[src/rtl/display_scanner_if.sv]
// Bundle between the display formatting logic (master) and the 7-segment
// scanner (slave): digit data in, anode/segment pins out.
interface display_scanner_if #(
  parameter int NUM_DIGITS = 4,
  parameter int BRIGHT_W   = 4
);
  logic [4*NUM_DIGITS-1:0] value;
  logic [NUM_DIGITS-1:0]   dp;
  logic [NUM_DIGITS-1:0]   digit_en;
  logic                    lz_blank;
  logic [BRIGHT_W-1:0]     brightness;
  logic [NUM_DIGITS-1:0]   digit_sel;
  logic [6:0]              seg;
  logic                    seg_dp;
  logic                    frame_tick;

  modport master (
    output value, dp, digit_en, lz_blank, brightness,
    input  digit_sel, seg, seg_dp, frame_tick
  );

  modport slave (
    input  value, dp, digit_en, lz_blank, brightness,
    output digit_sel, seg, seg_dp, frame_tick
  );
endinterface

[src/rtl/display_scanner.sv]
// Multiplexed 7-segment scanner: prescaled digit rotation, hex decode,
// leading-zero blanking, PWM dimming and a per-slot anti-ghosting guard.
module display_scanner #(
  parameter int NUM_DIGITS  = 4,
  parameter int REFRESH_DIV = 100000,
  parameter int BRIGHT_W    = 4,
  parameter int BLANK_CYC   = 2
) (
  input  logic             clk,
  input  logic             rst_n,
  display_scanner_if.slave bus
);
  localparam int CNT_W = $clog2(REFRESH_DIV);
  localparam int SEL_W = $clog2(NUM_DIGITS);
  localparam int VAL_W = 4 * NUM_DIGITS;

  localparam logic [CNT_W-1:0]    P_LAST  = CNT_W'(REFRESH_DIV - 1);
  localparam logic [CNT_W-1:0]    P_BLANK = CNT_W'(BLANK_CYC);
  localparam logic [SEL_W-1:0]    S_LAST  = SEL_W'(NUM_DIGITS - 1);
  localparam logic [BRIGHT_W-1:0] BR_FULL = {BRIGHT_W{1'b1}};

  // Active-low hex font, bit 0 = segment a.
  function automatic logic [6:0] hex7_f(input logic [3:0] nib);
    logic [6:0] s;
    case (nib)
      4'h0:    s = 7'h40;
      4'h1:    s = 7'h79;
      4'h2:    s = 7'h24;
      4'h3:    s = 7'h30;
      4'h4:    s = 7'h19;
      4'h5:    s = 7'h12;
      4'h6:    s = 7'h02;
      4'h7:    s = 7'h78;
      4'h8:    s = 7'h00;
      4'h9:    s = 7'h10;
      4'hA:    s = 7'h08;
      4'hB:    s = 7'h03;
      4'hC:    s = 7'h46;
      4'hD:    s = 7'h21;
      4'hE:    s = 7'h06;
      4'hF:    s = 7'h0E;
      default: s = 7'h7F;
    endcase
    return s;
  endfunction

  logic [CNT_W-1:0]      p_r;
  logic [SEL_W-1:0]      s_r;
  logic [VAL_W-1:0]      value_sh_r;
  logic [NUM_DIGITS-1:0] dp_sh_r;
  logic [NUM_DIGITS-1:0] en_sh_r;
  logic                  lz_sh_r;
  logic [BRIGHT_W-1:0]   br_sh_r;

  logic [NUM_DIGITS-1:0] digit_sel_r;
  logic [6:0]            seg_r;
  logic                  seg_dp_r;
  logic                  frame_tick_r;

  logic                  frame_start_s;
  logic [NUM_DIGITS-1:0] lz_sup_s;
  logic [3:0]            cur_nib_s;
  logic                  cur_dp_s;
  logic                  cur_en_s;
  logic                  cur_sup_s;
  logic [NUM_DIGITS-1:0] cur_sel_s;
  logic                  pwm_on_s;
  logic                  lit_s;
  logic [NUM_DIGITS-1:0] sel_nxt_s;
  logic [6:0]            seg_nxt_s;
  logic                  seg_dp_nxt_s;

  assign frame_start_s = (p_r == '0) && (s_r == '0);

  // Prescaler and slot counters.
  always_ff @(posedge clk or negedge rst_n) begin
    if (!rst_n) begin
      p_r <= '0;
      s_r <= '0;
    end else if (p_r == P_LAST) begin
      p_r <= '0;
      if (s_r == S_LAST) begin
        s_r <= '0;
      end else begin
        s_r <= s_r + SEL_W'(1);
      end
    end else begin
      p_r <= p_r + CNT_W'(1);
    end
  end

  // Shadow capture once per frame so a frame is never drawn from mixed data.
  always_ff @(posedge clk or negedge rst_n) begin
    if (!rst_n) begin
      value_sh_r <= '0;
      dp_sh_r    <= '0;
      en_sh_r    <= '0;
      lz_sh_r    <= 1'b0;
      br_sh_r    <= '0;
    end else if (frame_start_s) begin
      value_sh_r <= bus.value;
      dp_sh_r    <= bus.dp;
      en_sh_r    <= bus.digit_en;
      lz_sh_r    <= bus.lz_blank;
      br_sh_r    <= bus.brightness;
    end
  end

  // Leading-zero mask: a digit blanks when it and everything above it is zero.
  always_comb begin : lz_mask
    logic zero_above;
    lz_sup_s   = '0;
    zero_above = 1'b1;
    for (int k = NUM_DIGITS - 1; k >= 1; k--) begin
      zero_above  = zero_above & (value_sh_r[4*k +: 4] == 4'h0);
      lz_sup_s[k] = lz_sh_r & zero_above;
    end
  end

  // Pick the attributes of the digit currently being scanned.
  always_comb begin
    cur_nib_s = 4'h0;
    cur_dp_s  = 1'b0;
    cur_en_s  = 1'b0;
    cur_sup_s = 1'b0;
    cur_sel_s = {NUM_DIGITS{1'b1}};
    for (int k = 0; k < NUM_DIGITS; k++) begin
      if (s_r == SEL_W'(k)) begin
        cur_nib_s    = value_sh_r[4*k +: 4];
        cur_dp_s     = dp_sh_r[k];
        cur_en_s     = en_sh_r[k];
        cur_sup_s    = lz_sup_s[k];
        cur_sel_s[k] = 1'b0;
      end else begin
        cur_sel_s[k] = 1'b1;
      end
    end
  end

  assign pwm_on_s = (br_sh_r == BR_FULL) || (p_r[BRIGHT_W-1:0] < br_sh_r);
  assign lit_s    = (p_r >= P_BLANK) && cur_en_s && !cur_sup_s && pwm_on_s;

  // Next pin state: either the selected digit or fully dark.
  always_comb begin
    if (lit_s) begin
      sel_nxt_s    = cur_sel_s;
      seg_nxt_s    = hex7_f(cur_nib_s);
      seg_dp_nxt_s = ~cur_dp_s;
    end else begin
      sel_nxt_s    = {NUM_DIGITS{1'b1}};
      seg_nxt_s    = 7'h7F;
      seg_dp_nxt_s = 1'b1;
    end
  end

  // Output registers; the guard cycle at slot start hides the shadow reload.
  always_ff @(posedge clk or negedge rst_n) begin
    if (!rst_n) begin
      digit_sel_r  <= {NUM_DIGITS{1'b1}};
      seg_r        <= 7'h7F;
      seg_dp_r     <= 1'b1;
      frame_tick_r <= 1'b0;
    end else begin
      digit_sel_r  <= sel_nxt_s;
      seg_r        <= seg_nxt_s;
      seg_dp_r     <= seg_dp_nxt_s;
      frame_tick_r <= frame_start_s;
    end
  end

  assign bus.digit_sel  = digit_sel_r;
  assign bus.seg        = seg_r;
  assign bus.seg_dp     = seg_dp_r;
  assign bus.frame_tick = frame_tick_r;
endmodule
[src/flat_wrapper.sv]
// flat-port wrapper written by rule: the top's interface ports become plain ports
module display_scanner_flat 
#(
  parameter int NUM_DIGITS  = 4,
  parameter int REFRESH_DIV = 100000,
  parameter int BRIGHT_W    = 4,
  parameter int BLANK_CYC   = 2
)
  (clk, rst_n, bus_value, bus_dp, bus_digit_en, bus_lz_blank, bus_brightness, bus_digit_sel, bus_seg, bus_seg_dp, bus_frame_tick);
  display_scanner_if #(.NUM_DIGITS(NUM_DIGITS), .BRIGHT_W(BRIGHT_W)) bus_i ();
  input  logic clk;
  input  logic rst_n;
  input wire logic [$bits(bus_i.value)-1:0] bus_value;
  input wire logic [$bits(bus_i.dp)-1:0] bus_dp;
  input wire logic [$bits(bus_i.digit_en)-1:0] bus_digit_en;
  input wire logic [$bits(bus_i.lz_blank)-1:0] bus_lz_blank;
  input wire logic [$bits(bus_i.brightness)-1:0] bus_brightness;
  output wire logic [$bits(bus_i.digit_sel)-1:0] bus_digit_sel;
  output wire logic [$bits(bus_i.seg)-1:0] bus_seg;
  output wire logic [$bits(bus_i.seg_dp)-1:0] bus_seg_dp;
  output wire logic [$bits(bus_i.frame_tick)-1:0] bus_frame_tick;
  assign bus_i.value = bus_value;
  assign bus_i.dp = bus_dp;
  assign bus_i.digit_en = bus_digit_en;
  assign bus_i.lz_blank = bus_lz_blank;
  assign bus_i.brightness = bus_brightness;
  assign bus_digit_sel = bus_i.digit_sel;
  assign bus_seg = bus_i.seg;
  assign bus_seg_dp = bus_i.seg_dp;
  assign bus_frame_tick = bus_i.frame_tick;
  display_scanner #(.NUM_DIGITS(NUM_DIGITS), .REFRESH_DIV(REFRESH_DIV), .BRIGHT_W(BRIGHT_W), .BLANK_CYC(BLANK_CYC)) u_core (.clk(clk), .rst_n(rst_n), .bus(bus_i));
endmodule
[config.mk]
export PLATFORM = sky130hd
export DESIGN_NAME = display_scanner_flat
export DESIGN_NICKNAME = d
export VERILOG_FILES = /design/src/rtl/display_scanner_if.sv /design/src/rtl/display_scanner.sv /design/src/flat_wrapper.sv
export SDC_FILE = /design/constraint.sdc
export NUM_CORES = 1
export LEC_CHECK = 0
export CAP_MARGIN = 20
export CORE_MARGIN = 5
export CORE_UTILIZATION = 40
export CTS_BUF_LIST = sky130_fd_sc_hd__clkbuf_16
export DETAILED_ROUTE_END_ITERATION = 7
export GPL_TIMING_DRIVEN = 0
export PLACE_DENSITY_LB_ADDON = 0.08
export REMOVE_ABC_BUFFERS = 1
export SLEW_MARGIN = 30
export SYNTH_ARGS = -nofsm -noshare
export SYNTH_HDL_FRONTEND = slang
export SYNTH_SLANG_ARGS = --single-unit
[constraint.sdc]
create_clock -name clk -period 2.2 [get_ports clk]
set_clock_uncertainty 0.15 [all_clocks]
set_input_delay 0.44 -clock clk [delete_from_list [all_inputs] [get_ports clk]]
set_output_delay 0.44 -clock clk [all_outputs]
set_load 0.1 [all_outputs]
==> impl_results.html <==
<table>
<tr><th>Metric</th><th>Value</th></tr>
<tr><th colspan="2">Logic synthesis</th></tr>
<tr><td>Post-synth design cell area</td><td>3013 sq um</td></tr>
<tr><td>Top flip-flop cell by instance count after synthesis</td><td>dfrtp_1</td></tr>
<tr><td>Post-synth top area share</td><td>40.70%</td></tr>
<tr><td>Most instantiated library cell after synthesis</td><td>dfrtp_1</td></tr>
<tr><td>Most frequent cells after synthesis</td><td>dfrtp_1, nand2_1, mux2_2</td></tr>
<tr><td>Part of the Yosys area used for sequential elements</td><td>51.16%</td></tr>
<tr><td>Top post-synthesis cells by area</td><td>dfrtp_1, dfstp_2, mux2_2</td></tr>
<tr><td>Count of mapped cells out of synthesis</td><td>270</td></tr>
<tr><td>Number of flops mapped to enable cells by yosys</td><td>0</td></tr>
<tr><td>Largest area contributor in the netlist</td><td>dfrtp_1</td></tr>
<tr><td>Library cells used by synthesis</td><td>47</td></tr>
<tr><td>Share of async-settable or async-resettable flops after synthesis</td><td>100.0%</td></tr>
<tr><td>Avg Cell Area, Syn</td><td>11.16 sq um</td></tr>
<tr><td>Synthesis Warnings</td><td>0</td></tr>
<tr><td>Flip-flop and latch count after synthesis</td><td>61</td></tr>
<tr><th colspan="2">Final layout</th></tr>
<tr><td>Core Util, Final</td><td>57.28%</td></tr>
<tr><td>Final antenna diode count</td><td>0</td></tr>
<tr><td>Final-layout fill cell count</td><td>639</td></tr>
<tr><td>Fraction of layout instances using a drive strength above 1</td><td>32.65%</td></tr>
<tr><td>Multi-input logic area</td><td>1558 sq um</td></tr>
<tr><td>Sequential cell area</td><td>1544 sq um</td></tr>
<tr><td>Final Instance Count excl. Fillers</td><td>442</td></tr>
<tr><td>Synthesis-to-layout area growth</td><td>38.62%</td></tr>
<tr><td># nets final</td><td>386</td></tr>
<tr><td>Final instance area</td><td>4177 sq um</td></tr>
<tr><th colspan="2">Status</th></tr>
<tr><td>Run status</td><td>complete, no violations</td></tr>
<tr><th colspan="2">Routing</th></tr>
<tr><td>Wire length after detailed routing</td><td>6.564 mm</td></tr>
<tr><td>Routed Antenna Nets</td><td>0</td></tr>
<tr><td>Number of violations reported at the end of detailed-routing iteration 0</td><td>97</td></tr>
<tr><td>Count of vias placed by the detailed router</td><td>2251</td></tr>
<tr><td>Number of remaining DRC errors</td><td>0</td></tr>
<tr><td>Pre-Repair DR Iteration Count</td><td>4</td></tr>
<tr><td>Routed wire length per instance</td><td>14.85 um</td></tr>
<tr><td>Detail-routed via count per cell</td><td>5.093</td></tr>
<tr><th colspan="2">CTS</th></tr>
<tr><td>Sink count of the clock tree</td><td>61</td></tr>
<tr><td>Cell at the root of the clock tree</td><td>clkbuf_16</td></tr>
<tr><td>Insertion delay to the later sink of the worst-skew pair</td><td>320 ps</td></tr>
<tr><td>CTS tree</td><td>built</td></tr>
<tr><td>CTS max path bufs</td><td>2</td></tr>
<tr><td>TritonCTS buffer count</td><td>9</td></tr>
<tr><td>Deepest level of the CTS H-tree</td><td>3</td></tr>
<tr><td>CTS clock-pin slew for the worst setup and hold paths</td><td>50 ps</td></tr>
<tr><th colspan="2">STA</th></tr>
<tr><td>Final-report setup violation count</td><td>0</td></tr>
<tr><td>Endpoints failing hold</td><td>0</td></tr>
<tr><td>Final-layout setup total negative slack</td><td>0 ps</td></tr>
<tr><td>RSZ-0062 raised after global routing</td><td>yes</td></tr>
<tr><td>Slew margin rel.</td><td>36.45%</td></tr>
<tr><td>Worst-margin pin slew</td><td>957.1 ps</td></tr>
<tr><td>Fin. max-slew vios</td><td>0</td></tr>
<tr><td>Shortest clock period the worst path allows after layout</td><td>2193 ps</td></tr>
<tr><td>Highest attainable clock frequency</td><td>456.0 MHz</td></tr>
<tr><td>Final cycle utilization of the critical path</td><td>99.68%</td></tr>
<tr><th colspan="2">Critical path</th></tr>
<tr><td>Critical path type</td><td>reg -&gt; reg</td></tr>
<tr><td>Slowest cell on the critical path</td><td>dfrtp_2</td></tr>
<tr><td>Worst stage delay on the critical path</td><td>420 ps</td></tr>
<tr><td>Cell family with the largest share of critical-path delay</td><td>compound AO/OA/AOI/OAI gates</td></tr>
<tr><td>Startpoint Class</td><td>flop</td></tr>
<tr><td>Largest fanout on the critical path</td><td>5</td></tr>
<tr><td>Data arrival at the endpoint of the critical path</td><td>2290 ps</td></tr>
<tr><td>Count of buffering cells on the critical path with inverters included</td><td>2</td></tr>
<tr><td>CP endpoint kind</td><td>flop</td></tr>
<tr><td>CP cell instances</td><td>inv_4 &gt; ha_4 &gt; nor2b_4 &gt; a221o_1 &gt; a22o_4 &gt; inv_4 &gt; ha_4 &gt; nor2_1 &gt; a211oi_1 &gt; o21ai_1</td></tr>
<tr><td>Required time worst endpoint</td><td>2300 ps</td></tr>
<tr><th colspan="2">Global route</th></tr>
<tr><td>Vias in the first global route</td><td>2361</td></tr>
<tr><td>Number of antenna violations at the first check in global routing</td><td>0</td></tr>
<tr><td>Total overflow reported by the global router</td><td>0</td></tr>
<tr><td>Global-route wire length before repair</td><td>11.32 mm</td></tr>
<tr><td>GR Util All Layers</td><td>14.84%</td></tr>
<tr><td>Pin count of the biggest net entering global routing</td><td>43</td></tr>
<tr><th colspan="2">Power and ir drop</th></tr>
<tr><td>Leakage Power</td><td>1.773 nW</td></tr>
<tr><td>Peak supply drop</td><td>404.3 uV</td></tr>
<tr><td>Areal power density over the cells</td><td>641.6 nW/um^2</td></tr>
<tr><th colspan="2">Hold path</th></tr>
<tr><td>Class of the tightest hold or removal check</td><td>reg -&gt; reg</td></tr>
<tr><th colspan="2">Placed design</th></tr>
<tr><td>Weighted congestion at the end of routability-driven global placement</td><td>0.7704</td></tr>
<tr><td>Count of input and output buffers</td><td>43</td></tr>
<tr><td>Total instance count after detailed placement</td><td>406</td></tr>
<tr><td>Area post-placement</td><td>3561 sq um</td></tr>
<tr><td>Total half-perimeter wirelength after legalization and detailed placement</td><td>4.393 mm</td></tr>
<tr><th colspan="2">Floorplan</th></tr>
<tr><td>Floorplan Core Area</td><td>7292 sq um</td></tr>
<tr><td>Die height</td><td>96.79 um</td></tr>
<tr><td>Row Count</td><td>31</td></tr>
<tr><td>Overall die area</td><td>9368 sq um</td></tr>
<tr><td># IOs</td><td>44</td></tr>
<tr><td>Die extent in x</td><td>96.79 um</td></tr>
<tr><td>Starting density of the core</td><td>41.32%</td></tr>
<tr><th colspan="2">Run</th></tr>
<tr><td>Max_cap viols</td><td>0</td></tr>
</table>
cells by family (layout without fill, tap and decap cells):
family | after synthesis | count (layout) | share of synthesized area (%)
XOR/XNOR | 14 | 14 | 4.070
AO/OA/AOI/OAI | 43 | 43 | 9.759
adder cells (fa/ha/maj) | 16 | 16 | 6.644
buffers and inverters | 22 | 95 | 3.571
flip-flops | 61 | 61 | 51.16
multiplexers | 25 | 25 | 9.261
AND/OR/NAND/NOR | 89 | 89 | 15.53
worst paths after layout:
check,depth (start not counted),start,endpoint,slack [ps]
max,10,u_core.s_r[0]$_DFFE_PN0N_,u_core.bus.seg[3]$_DFF_PN1_,7
min,1,u_core.lz_sh_r$_DFFE_PN0P_,u_core.lz_sh_r$_DFFE_PN0P_,340
max reg2reg,10,u_core.s_r[0]$_DFFE_PN0N_,u_core.bus.seg[3]$_DFF_PN1_,7
min reg2reg,1,u_core.lz_sh_r$_DFFE_PN0P_,u_core.lz_sh_r$_DFFE_PN0P_,340
max in group asynchronous,3,rst_n,u_core.bus.digit_sel[1]$_DFF_PN1_,950
min in group asynchronous,2,rst_n,u_core.value_sh_r[7]$_DFFE_PN0P_,390
what timing repair did:
item / in CTS / in global routing
setup buffers: 15 / 5
endpoints found under the hold margin: 10 / 0
hold buffers: 1 / 0
setup endpoints to repair: 51 / 36
resized for setup: 68 / 12
pin swaps: 7 / 6
layout by cell type (no fill, tap or decap), types with 8 or more instances in the layout:
cell type        synthesis  routed
dfrtp_1                 49      47
nand3_1                 10      10
nand2_1                 27      27
clkdlybuf4s15_2          0      12
dfstp_2                 12      12
nor2_1                  13      13
clkdlybuf4s50_1          0      29
inv_1                   12      10
mux2_2                  20      20
o21ai_0                 12      11
ha_1                    16       8
clkbuf_16                0       9
buf_4                    1      22
registers in the layout, indices dropped and copies added (netlist names), 2 cells and up:
register	cells
u_core.p_r	17
u_core.value_sh_r	16
u_core.bus.seg	7
u_core.br_sh_r	4
u_core.bus.digit_sel	4
u_core.dp_sh_r	4
u_core.en_sh_r	4
u_core.s_r	2
cell type report:
type	count	share of cell area, %
multi-input combinational	187	37.30
sequential	61	36.97
timing repair buffer	68	15.61
clock buffer	9	5.392
tap	99	2.966
inverter	12	1.198
clock inverter	6	0.5692
power breakdown:
group / leakage (nW) / internal [mW] / switching, mW
Combinational: 0.917 / 0.127 / 0.186
Sequential: 0.726 / 1.17 / 0.0207
Clock: 0.130 / 0.730 / 0.442
Total: 1.77 / 2.03 / 0.649
per-layer routing:
layer,global-route usage (%),share of wire [%],vias up,wire [um]
met5,0,0,-,0
met4,5.184,1.6,0,107
met3,4.604,3.4,11,226
met2,25.53,51,41,3344
met1,17.46,44,1097,2886
li1,-,-,1102,-
metrics by stage:
| stage | hold slack (ps) | setup slack, ps | total power [mW] |
|---|---|---|---|
| 6_report | 341.6 | 7.080 | 2.680 |
| 5_1_grt | 375.0 | -130.5 | 2.809 |
| 4_1_cts | 342.5 | -35.40 | 2.717 |
| 3_5_place_dp | 189.4 | -643.6 | 1.503 |
| 3_3_place_gp | 322.5 | -1575 | 1.497 |
| 2_1_floorplan | -5.591 | -337.3 | 1.378 |
Note: power is estimated with default switching activity, not from simulation.
